$ cat src/rtl/bsg_rx_decoder.sv
// bsg_rx_decoder: serial BSG frame receiver with byte FIFO and control/status/data registers
// on the shared register bus (WRITE_ENABLE=1 reads, WRITE_ENABLE=0 writes).
module bsg_rx_decoder #(
    parameter int                    DATA_WIDTH   = 8,
    parameter int                    CLKS_PER_BIT = 16,
    parameter int                    FIFO_DEPTH   = 4,
    parameter logic [DATA_WIDTH-1:0] BASE_ADDR    = 8'h20
) (
    input  logic                  G_CLK_TX,
    input  logic                  rst,
    input  logic                  RX_IN,
    input  logic                  WRITE_ENABLE,
    input  logic [DATA_WIDTH-1:0] ADDR_IN,
    input  logic [DATA_WIDTH-1:0] DATA_IN,
    output logic [DATA_WIDTH-1:0] DATA_OUT,
    output logic                  RX_IRQ
);
    localparam int CW   = $clog2(CLKS_PER_BIT);
    localparam int BW   = $clog2(DATA_WIDTH);
    localparam int PW   = $clog2(FIFO_DEPTH);
    localparam int CNTW = PW + 1;
    localparam logic [CW-1:0]         HALF_M1  = CW'(CLKS_PER_BIT / 2 - 1);
    localparam logic [CW-1:0]         BIT_M1   = CW'(CLKS_PER_BIT - 1);
    localparam logic [BW-1:0]         LAST_BIT = BW'(DATA_WIDTH - 1);
    localparam logic [CNTW-1:0]       DEPTH    = CNTW'(FIFO_DEPTH);
    localparam logic [DATA_WIDTH-1:0] A_STAT   = BASE_ADDR + DATA_WIDTH'(1);
    localparam logic [DATA_WIDTH-1:0] A_DATA   = BASE_ADDR + DATA_WIDTH'(2);

    typedef enum logic [2:0] {IDLE, START, DATA, PARITY, STOP} state_t;

    state_t                state, state_n;
    logic                  rx_s1, rx_s2, rx_s3;
    logic [CW-1:0]         cnt, cnt_n;
    logic [BW-1:0]         bit_idx, bit_n;
    logic [DATA_WIDTH-1:0] shift, shift_n;
    logic                  par_bad, par_bad_n;
    logic                  push, set_fe, set_pe, set_ovr;
    logic                  en, par_en, overrun, par_err, frame_err;
    logic [DATA_WIDTH-1:0] mem [FIFO_DEPTH];
    logic [PW-1:0]         wr_ptr, rd_ptr;
    logic [CNTW-1:0]       count;
    logic                  full, not_empty, fall, rx;
    logic                  sel_ctrl, sel_stat, sel_data, pop, clr;
    logic [2:0]            cnt_sat;
    logic [DATA_WIDTH-1:0] status_v, ctrl_rb, dout_n;

    assign rx        = rx_s2;
    assign fall      = rx_s3 & ~rx_s2;
    assign full      = count == DEPTH;
    assign not_empty = count != '0;
    assign sel_ctrl  = ADDR_IN == BASE_ADDR;
    assign sel_stat  = ADDR_IN == A_STAT;
    assign sel_data  = ADDR_IN == A_DATA;
    assign pop       = WRITE_ENABLE & sel_data & not_empty;
    assign clr       = ~WRITE_ENABLE & sel_ctrl & DATA_IN[2];
    assign cnt_sat   = (32'(count) > 7) ? 3'd7 : 3'(count);
    assign status_v  = DATA_WIDTH'({cnt_sat, frame_err, par_err, overrun, full, not_empty});
    assign ctrl_rb   = DATA_WIDTH'({par_en, en});

    // Unmatched addresses and write cycles leave DATA_OUT untouched: the bus is shared.
    assign dout_n = !WRITE_ENABLE ? DATA_OUT :
                    sel_ctrl      ? ctrl_rb  :
                    sel_stat      ? status_v :
                    sel_data      ? (not_empty ? mem[rd_ptr] : '0) : DATA_OUT;

    always_comb begin
        state_n   = state;
        cnt_n     = cnt + 1'b1;
        bit_n     = bit_idx;
        shift_n   = shift;
        par_bad_n = par_bad;
        push      = 1'b0;
        set_fe    = 1'b0;
        set_pe    = 1'b0;
        set_ovr   = 1'b0;
        if (!en) begin
            state_n = IDLE;
            cnt_n   = '0;
        end else begin
            case (state)
                IDLE: begin
                    cnt_n = '0;
                    if (fall) begin
                        state_n   = START;
                        par_bad_n = 1'b0;
                    end
                end
                START: if (cnt == HALF_M1) begin
                    cnt_n   = '0;
                    bit_n   = '0;
                    state_n = rx ? IDLE : DATA;
                end
                DATA: if (cnt == BIT_M1) begin
                    cnt_n   = '0;
                    shift_n = {rx, shift[DATA_WIDTH-1:1]};
                    bit_n   = bit_idx + 1'b1;
                    if (bit_idx == LAST_BIT) state_n = par_en ? PARITY : STOP;
                end
                PARITY: if (cnt == BIT_M1) begin
                    cnt_n     = '0;
                    par_bad_n = ^{shift, rx};
                    state_n   = STOP;
                end
                STOP: if (cnt == BIT_M1) begin
                    cnt_n   = '0;
                    state_n = IDLE;
                    set_fe  = ~rx;
                    set_pe  = rx & par_bad;
                    // a pop in the same cycle frees a slot, so a full FIFO still accepts the byte
                    set_ovr = rx & ~par_bad & full & ~pop;
                    push    = rx & ~par_bad & ~(full & ~pop);
                end
                default: state_n = IDLE;
            endcase
        end
    end

    always_ff @(posedge G_CLK_TX or negedge rst) begin
        if (!rst) begin
            state   <= IDLE;
            rx_s1   <= 1'b1;
            rx_s2   <= 1'b1;
            rx_s3   <= 1'b1;
            cnt     <= '0;
            bit_idx <= '0;
            shift   <= '0;
            par_bad <= 1'b0;
        end else begin
            state   <= state_n;
            rx_s1   <= RX_IN;
            rx_s2   <= rx_s1;
            rx_s3   <= rx_s2;
            cnt     <= cnt_n;
            bit_idx <= bit_n;
            shift   <= shift_n;
            par_bad <= par_bad_n;
        end
    end

    // Flag set takes priority over a simultaneous CLR_ERR.
    always_ff @(posedge G_CLK_TX or negedge rst) begin
        if (!rst) begin
            en        <= 1'b0;
            par_en    <= 1'b0;
            overrun   <= 1'b0;
            par_err   <= 1'b0;
            frame_err <= 1'b0;
            DATA_OUT  <= '0;
            RX_IRQ    <= 1'b0;
        end else begin
            if (!WRITE_ENABLE && sel_ctrl) {par_en, en} <= DATA_IN[1:0];
            overrun   <= set_ovr | (overrun & ~clr);
            par_err   <= set_pe | (par_err & ~clr);
            frame_err <= set_fe | (frame_err & ~clr);
            DATA_OUT  <= dout_n;
            RX_IRQ    <= not_empty | overrun | par_err | frame_err;
        end
    end

    always_ff @(posedge G_CLK_TX or negedge rst) begin
        if (!rst) begin
            for (int i = 0; i < FIFO_DEPTH; i++) mem[i] <= '0;
            wr_ptr <= '0;
            rd_ptr <= '0;
            count  <= '0;
        end else begin
            if (push) begin
                mem[wr_ptr] <= shift;
                wr_ptr      <= wr_ptr + 1'b1;
            end
            if (pop) rd_ptr <= rd_ptr + 1'b1;
            count <= count + CNTW'(push) - CNTW'(pop);
        end
    end
endmodule

$ cat config.mk
export PLATFORM = sky130hd
export DESIGN_NAME = bsg_rx_decoder
export DESIGN_NICKNAME = d
export VERILOG_FILES = /design/src/rtl/bsg_rx_decoder.sv
export SDC_FILE = /design/constraint.sdc
export NUM_CORES = 1
export LEC_CHECK = 0
export ABC_AREA = 1
export CAP_MARGIN = 25
export CORE_MARGIN = 2
export CORE_UTILIZATION = 45
export DETAILED_ROUTE_END_ITERATION = 8
export PLACE_DENSITY = 0.66
export SLEW_MARGIN = 30
export SYNTH_ARGS = -nofsm -noshare
export SYNTH_HDL_FRONTEND = slang
export SYNTH_SLANG_ARGS = --single-unit
$ cat constraint.sdc
create_clock -name G_CLK_TX -period 2 [get_ports G_CLK_TX]
set_input_delay 0.4 -clock G_CLK_TX [delete_from_list [all_inputs] [get_ports G_CLK_TX]]
set_output_delay 0.4 -clock G_CLK_TX [all_outputs]
set_load 0.05 [all_outputs]
# ---- Word level (Yosys, flattened, before mapping)
# Index checks and enable logic that the tools add are counted.
dict set report word_totals {
  ramBits 0
  rom_bits 0
  inputBits 20
  latch_bits 0
  reg_bits 75
  memories 0
  elab_cells 137
}
dict set report op_classes {
  reduce_logical 15
  bitwise 28
  multipliers 0
  magnitude_cmp 3
  add_sub_neg 6
  div 0
  n_eq_ne 21
  muxes 42
  n_shift 0
}
# operator count
set ops {}
lappend ops {{2-to-1 mux 8 bit} 7}
lappend ops {{bitwise mux 32 bit} 1}
lappend ops {{2-to-1 mux 3 bit} 10}
lappend ops {{== test 8 x 6 -> 1 bit, second input constant} 3}
lappend ops {{inequality test 3 bit, second input constant} 6}
lappend ops {{binary-select mux 8 bit (select 2 bit)} 1}
lappend ops {{demux 8 bit (select 2 bit)} 1}
lappend ops {{case mux 3 bit (5 select lines)} 1}
lappend ops {{bitwise AND 1 bit} 14}
lappend ops {{2-to-1 mux 1 bit} 14}
lappend ops {{2-to-1 mux 4 bit} 3}
lappend ops {{case mux 4 bit (3 select lines)} 1}
lappend ops {{== test 3 bit, second input constant} 3}
lappend ops {{XOR reduction 9 bit} 1}
lappend ops {{inequality test 2 bit, second input constant} 4}
lappend ops {{AND reduction 4 bit} 2}
lappend ops {{== test 3 x 2 -> 1 bit, second input constant} 2}
lappend ops {{greater-or-equal comparator 3 bit, second input constant} 2}
lappend ops {{NOT 1 bit} 6}
lappend ops {{NOT 2 -> 3 bit} 2}
lappend ops {{bitwise OR 1 bit} 6}
lappend ops {{case mux 3 bit (2 select lines)} 1}
lappend ops {{AND reduction 6 bit} 1}
lappend ops {{nonzero test 3 bit} 2}
lappend ops {{18 further kinds} 21}

# ---- Depth between registers and ports, before layout
# Gate-level depths: netlist of run 1.
dict set report depth {
  depth_word 12
  depth_mapped 14
  depth_no_buf 13
}

# ---- Worst setup path after synthesis of run 1
# OpenSTA, ideal clock, no wires.
dict set report synth_path {
  kind {reg-to-reg}
  startpoint {reg cnt[0]}
  endpoint {reg count[2] (netlist: cnt_sat[2])}
  setup_slack_ps -175
  setup_ps 122
  arrival_time_ps 2053
  required_ps 1878
  stages_incl_launch_ff 15
  path_cell_list {dfrtp_1 ha_1 nand2_1 inv_1 nand2_1 inv_1 nand2_2 nor3_4 buf_6 nand2_2 inv_2 ha_1 inv_1 fa_1 xor2_1}
}
dict set report synth_via {
  elab_chain_cells 6
}
# element line_no
set synth_rtl {}
lappend synth_rtl {{start, declared} 33} ;# logic [CW-1:0] cnt, cnt_n;
lappend synth_rtl {{start signal, assigned} 133} ;# cnt <= cnt_n;
lappend synth_rtl {{== test 4 bit} 104} ;# STOP: if (cnt == BIT_M1) begin
lappend synth_rtl {{2-to-1 mux 1 bit} 104}
lappend synth_rtl {{2-to-1 mux 1 bit} 80} ;# case (state)
lappend synth_rtl {{2-to-1 mux 1 bit} 76} ;# if (!en) begin
lappend synth_rtl {{named net push} 37} ;# logic push, set_fe, set_pe, set_ovr;
lappend synth_rtl {{adder 3 x 1 -> 3 bit} 172} ;# count <= count + CNTW'(push) - CNTW'(pop);
lappend synth_rtl {{subtractor 3 x 1 -> 3 bit} 172}
lappend synth_rtl {{end signal, assigned} 172}
lappend synth_rtl {{end, declared} 41} ;# logic [CNTW-1:0] count;
# The timed path passes the listed nets, and every way through them passes these cells.
# A chain may end at the register's enable or synchronous reset.

# ---- Final worst setup path of run 1
dict set report layout_path {
  startpoint {in ADDR_IN[6]}
  endpoint {reg count[1] (netlist: cnt_sat[1])}
}
dict set report layout_via {
  elab_chain_cells 12
}
# element line_no
set layout_rtl {}
lappend layout_rtl {{start, declared} 13} ;# input logic [DATA_WIDTH-1:0] ADDR_IN,
lappend layout_rtl {{== test 8 x 6 -> 1 bit *} 53} ;# assign sel_data = ADDR_IN == A_DATA;
lappend layout_rtl {{bitwise AND 1 bit * (2 in a row)} 54} ;# assign pop = WRITE_ENABLE & sel_data & not_empty;
lappend layout_rtl {{named net pop} 43} ;# logic sel_ctrl, sel_stat, sel_data, pop, clr;
lappend layout_rtl {{NOT 1 bit} 111} ;# push = rx & ~par_bad & ~(full & ~pop);
lappend layout_rtl {{bitwise AND 1 bit} 111}
lappend layout_rtl {{NOT 1 bit} 111}
lappend layout_rtl {{bitwise AND 1 bit} 111}
lappend layout_rtl {{2-to-1 mux 1 bit} 104}
lappend layout_rtl {{2-to-1 mux 1 bit} 80}
lappend layout_rtl {{2-to-1 mux 1 bit} 76}
lappend layout_rtl {{adder 3 x 1 -> 3 bit} 172}
lappend layout_rtl {{subtractor 3 x 1 -> 3 bit *} 172}
# Mark *: on every way through the listed nets, which the timed path passes. The rest lies on a longest branch.

==> results of run 1 <==
-- layout make-up --
class	instances	area (um2)	area share, %
Multi-Input combinational cell	373	1869	37.32
Clock inverter	6	63.81	1.274
Inverter	50	190.2	3.797
Timing Repair Buffer	82	732.0	14.61
Clock buffer	10	137.6	2.748
Sequential cell	75	1881	37.55
Tap cell	108	135.1	2.698
-- how the worst max path moves through the flow --
stage,to,slack (ns),start
2_1_floorplan,cnt_sat[2],-0.12,cnt[0]
5_1_grt,cnt_sat[1],-0.15,cnt[1]
4_1_cts,cnt_sat[1],-0.05,cnt[1]
3_3_place_gp,cnt_sat[2],-0.48,ADDR_IN[2]
3_5_place_dp,cnt_sat[2],-0.55,ADDR_IN[2]
6_report,cnt_sat[1],-0.06,ADDR_IN[6]
-- cell families after synthesis --
family          synth area share (%)
flops                          46.85
compound gates                 4.614
xor+xnor                      0.8727
fa+ha+maj                      3.304
buf+inv                        8.385
simple gates                   35.97
-- metrics by stage --
step	hold slack [ns]	setup TNS [ns]	util, %	area [um2]
floorplan	0.1044	-0.2053	-	4041
global route	0.3722	-1.388	57.71	5009
finish	0.3636	-0.06811	57.71	5009
CTS	0.3684	-0.04983	55.69	4833
detailed placement	0.3319	-11.46	52.29	4538
global placement	0.3305	-10.65	52.29	4538
-- cells in the final DEF, fill, tap and decap left out, types with 4 or more instances in the layout --
master	count
o21ai_0	19
nand3_1	34
o22ai_1	7
nand2_2	15
nand2_1	197
clkbuf_8	10
clkdlybuf4s50_1	16
nand4_1	34
xor2_1	4
a21oi_1	5
dfrtp_1	72
inv_1	41
inv_2	7
ha_1	7
buf_4	53
nor2_1	27
dlygate4sd2_1	6
-- power by group --
group	switching, mW	internal [mW]	leakage, nW
logic	0.421	0.259	1.50
clock network	0.603	0.610	0.0987
registers	0.0555	1.59	0.992
-- flip-flops by register name, indices dropped and copies added, names as in the netlist --
signal,count
par_en,1
par_bad,1
rx_s1,1
state,3
shift,8
bit_idx,3
wr_ptr,2
overrun,1
rx,1
cnt,4
rd_ptr,2
frame_err,1
par_err,1
en,1
rx_s3,1
DATA_OUT,8
mem,32
cnt_sat,3
RX_IRQ,1
-- routing by layer --
layer | GRT usage (%) | share of wire, %
met3 | 3.617 | 5.4
met4 | 8.430 | 1.6
met5 | 0 | 0
met2 | 36.37 | 48
met1 | 30.02 | 45
-- what timing repair did --
item	in CTS	in global routing
pin swaps	9	3
cloned	0	1
buffers inserted	10	11
hold endpoints to repair	23	0
setup endpoints to repair	26	30
resized for setup	12	25
hold buffers	1	0
==> flow_summary.json, run 1 <==
{
  "synth_largest_area_cell": "dfrtp_1",
  "syn_area_um2": 4014,
  "power_density_nw_per_um2": 706.4,
  "antenna_cells": 0,
  "postSynthAreaPerCell_um2": 7.675,
  "fillers": 792,
  "syn2layout_area_growth_pct": 24.78,
  "required_ns": 2.27,
  "critPathMaxFanout": 2,
  "yosysWarnings": 0,
  "antenna_found_initial": 0,
  "cap_violations": 0,
  "cp_cell_sequence": "dlygate4sd2_1 > nor2_1 > nand3_2 > inv_2 > nand4_1 > nor2_2 > ha_1 > inv_2 > ha_4 > inv_2 > fa_2 > inv_2",
  "cts_root_buf": "clkbuf_8",
  "cp_top_family": "adder cells",
  "num_rows": 34,
  "synth_top_flop_cell": "dfrtp_1",
  "finalHoldViolations": 0,
  "dp_cells": 665,
  "grt_max_degree": 36,
  "wl_um": 10300,
  "drt-wirelength-per-cell_um": 14.63,
  "dieArea_um2": 9691,
  "status": "finished with violations",
  "crit_buf_inv": 5,
  "hold_path_end": "rx",
  "first_global_vias": 3618,
  "violations": "negative setup slack",
  "portBuffers": 23,
  "die_x_um": 98.45,
  "finalMaxSlewViolations": 0,
  "first_iter_violations": 217,
  "netlist.area_leader.share_pct": 44.89,
  "clock_latency_ns": 0.36,
  "worst_pin_slew_ns": 0.5233,
  "r2r_end": "cnt_sat[1]",
  "cts_tree": "built",
  "hpwl_um": 6857,
  "clockBufferDepth": 2,
  "crit-reg2reg-launch": "cnt[1]",
  "yosysMostFrequentCell": "nand2_1",
  "dr.pass1.iters": 5,
  "htree_levels": 3,
  "crit_type": "in -> reg",
  "gp_congestion": 0.8064,
  "gr-total-overflow": 0,
  "r2r_slack_ns": -0.04,
  "start_util_pct": 46.25,
  "reg2reg_depth": 13,
  "hold_path_class": "reg -> reg",
  "holdPathStages": 0,
  "cts_buffers": 9,
  "synthCells": 523,
  "worstHoldStart": "rx_s1",
  "end_kind": "flip-flop",
  "chipHeight_um": 98.45,
  "p_leak_nw": 2.594,
  "cp_slowest_cell": "fa_2",
  "grt_pass1_wl_um": 17460,
  "dp_worst_setup_slack_ns": -0.5498,
  "clk_pin_slew_ns": 0.09,
  "rsz0062_at_grt": "true",
  "cp.depth": 12,
  "synthTopCellsByCount": "nand2_1 (211), dfrtp_1 (72), inv_1 (47), nand3_1 (36), nand4_1 (34)",
  "ioPinCount": 29,
  "worstPathArrival_ns": 2.33,
  "fin_skew_ns": 0.01298,
  "setup_ws_ns": -0.06138,
  "grt_usage_pct": 22.27,
  "drive_gt1_share_pct": 19.63,
  "finalSetupViolations": 2,
  "syn_nets": 553,
  "synthTopCellsByArea": "dfrtp_1 (45%), nand2_1 (20%), nand4_1 (5.3%)",
  "final_nets": 621,
  "cp_common_cell": "inv_2",
  "clock_sinks": 75,
  "drc": 0,
  "vias_per_cell": 5.185,
  "synth_edf_count": 0,
  "ys_seq_elements": 75,
  "cp_slowest_stage_delay_ns": 0.53,
  "fin_total_pwr_mw": 3.538,
  "seq_area_frac_synth_pct": 46.85,
  "routed-via-count": 3650,
  "ir_drop_mv": 0.3727,
  "relSlewSlack_pct": 65.07,
  "layout_min_cycle_time_ns": 2.061,
  "start_kind": "primary input",
  "drtAntennaViolNets": 0,
  "layout.cells.non_filler": 704,
  "synth.distinct_cells": 32,
  "async_flop_share_pct": 100.0,
  "final.period_utilization_pct": 103.1,
  "core-area_um2": 8678,
  "fmax_ghz": 0.4851
}
No activity file was read; power rests on OpenSTA's default activity.
==> run 2: changes to the inputs <==
CORE_MARGIN = 1   (was 2)
==> flow_summary.json, run 2 (same netlist as run 1, synthesis figures left out) <==
{
  "status": "finished clean",
  "final_common_cell": "nand2_1",
  "highest_layer": "met4",
  "relSlewSlack_pct": 63.69,
  "grt_usage_pct": 21.69,
  "ir_drop_mv": 0.2765,
  "layout_min_cycle_time_ns": 1.976,
  "syn2layout_area_growth_pct": 20.36,
  "die_x_um": 96.45,
  "hold_path_class": "reg -> reg",
  "seqCellArea_um2": 1881,
  "worst_pin_slew_ns": 0.5440,
  "dp_cells": 664,
  "top_regs": "mem (32), DATA_OUT (8), shift (8)",
  "ioPinCount": 29,
  "wl_met3_um": 448,
  "fin_total_pwr_mw": 3.460,
  "start_util_pct": 46.25,
  "cts_tree": "built",
  "final_nets": 609,
  "dr.pass1.iters": 4,
  "layout.cells.non_filler": 692,
  "cap_violations": 0,
  "clock_latency_ns": 0.35,
  "start_kind": "flip-flop",
  "vias_per_cell": 5.016,
  "drtAntennaViolNets": 0,
  "worstPathArrival_ns": 2.23,
  "antenna_cells": 0,
  "chipHeight_um": 96.45,
  "required_ns": 2.25,
  "grt_pass1_wl_um": 15310,
  "core-area_um2": 8678,
  "fin_skew_ns": 0.009116,
  "critPathMaxFanout": 2,
  "hpwl_um": 6554,
  "first_global_vias": 3261,
  "clk_pin_slew_ns": 0.08,
  "rsz0062_at_grt": "true",
  "cts_buffers": 9,
  "dieArea_um2": 9302,
  "fmax_ghz": 0.5060,
  "end_kind": "flip-flop",
  "met2RoutedLength_um": 4283,
  "finish.instance_area_um2": 4831,
  "portBuffers": 23,
  "wl_met1_um": 4478,
  "crit_type": "reg -> reg",
  "place_area_um2": 4531,
  "gr-total-overflow": 0,
  "routed-via-count": 3471,
  "largest_reg_flops": 32,
  "setup_ws_ns": 0.02367,
  "fillers": 823,
  "antenna_found_initial": 0,
  "hold_slack_ns": 0.3569,
  "dp_worst_setup_slack_ns": -0.5198,
  "finalHoldViolations": 0,
  "num_rows": 34,
  "power_density_nw_per_um2": 716.2,
  "multiInputGateArea_um2": 1842,
  "finalSetupViolations": 0,
  "grt_max_degree": 37,
  "final_cell_mix": "nand2_1 (208), dfrtp_1 (72), buf_4 (45)",
  "gp_congestion": 0.7924,
  "clockBufferDepth": 2,
  "p_leak_nw": 2.525,
  "finalMaxSlewViolations": 0,
  "first_iter_violations": 204,
  "fin_tns_setup_ns": 0,
  "drt-wirelength-per-cell_um": 13.42,
  "final.period_utilization_pct": 98.82,
  "drc": 0,
  "cts_root_buf": "clkbuf_8",
  "wl_um": 9284,
  "drive_gt1_share_pct": 15.92,
  "fin_util_pct": 55.67,
  "htree_levels": 3,
  "largest_register": "mem",
  "clock_sinks": 75
}
run 2: changes by cell type in the layout (fill, tap and decap cells not counted), moves of 2 or more:
cell     previous run  this run
buf_4              53        45
nand2_2            15         3
buf_12              3         1
nand2_1           197       208
run 2: critical path, stage by stage, from the launching register on:
cell and delay, ns:
dfrtp_1 0.35, ha_2 0.18, nand2_2 0.06, inv_2 0.06
nand2_2 0.05, inv_2 0.08, nand2_4 0.06, nor3_4 0.21
nand2_4 0.08, inv_4 0.06, ha_4 0.11, inv_2 0.03
fa_2 0.52, inv_2 0.03
run 2: cell type report:
| cell class | instances | share of cell area (%) |
|---|---|---|
| clock buffers | 9 | 2.564 |
| multi-input cells | 373 | 38.12 |
| flip-flops and latches | 75 | 38.93 |
| clock inverters | 7 | 1.425 |
| inverters | 50 | 3.937 |
| well taps | 108 | 2.797 |
| repair buffers | 70 | 12.22 |
run 2: final timing paths:
kind,end,slack (ns),cells after the start,from
max in group asynchronous,rx_s1,0.89,3,rst
min in group asynchronous,cnt_sat[1],0.50,2,rst
setup / recovery,cnt_sat[1],0.02,13,cnt[0]
hold reg to reg,rx,0.36,0,rx_s1
setup reg to reg,cnt_sat[1],0.02,13,cnt[0]
hold / removal,rx,0.36,0,rx_s1
run 2: per-layer routing:
| metal | vias to the layer above | global-route usage (%) |
|---|---|---|
| met2 | 86 | 34.51 |
| met4 | 0 | 6.250 |
| li1 | 1793 | - |
| met1 | 1586 | 29.90 |
| met3 | 6 | 4.460 |
| met5 | - | 0 |
run 2: where the power goes:
| part | internal, mW | leakage (nW) | switching (mW) |
|---|---|---|---|
| sequential | 1.59 | 0.992 | 0.0511 |
| combinational | 0.260 | 1.44 | 0.417 |
| clock | 0.571 | 0.0950 | 0.571 |
run 2: what timing repair did:
action / in CTS / in global routing
buffers inserted: 10 / 1
endpoints found under the hold margin: 23 / 0
pin swaps: 11 / 6
setup endpoints to repair: 2 / 15
hold buffers: 1 / 0
gates cloned: 0 / 0
resized for setup: 14 / 3
==> run 3: changes to the inputs <==
CORE_MARGIN = unset   (was 1)
CTS_CLUSTER_SIZE = 28   (was unset)
==> results of run 3 <==
The final DEF is identical to that of run 2; final timing and power are the same.
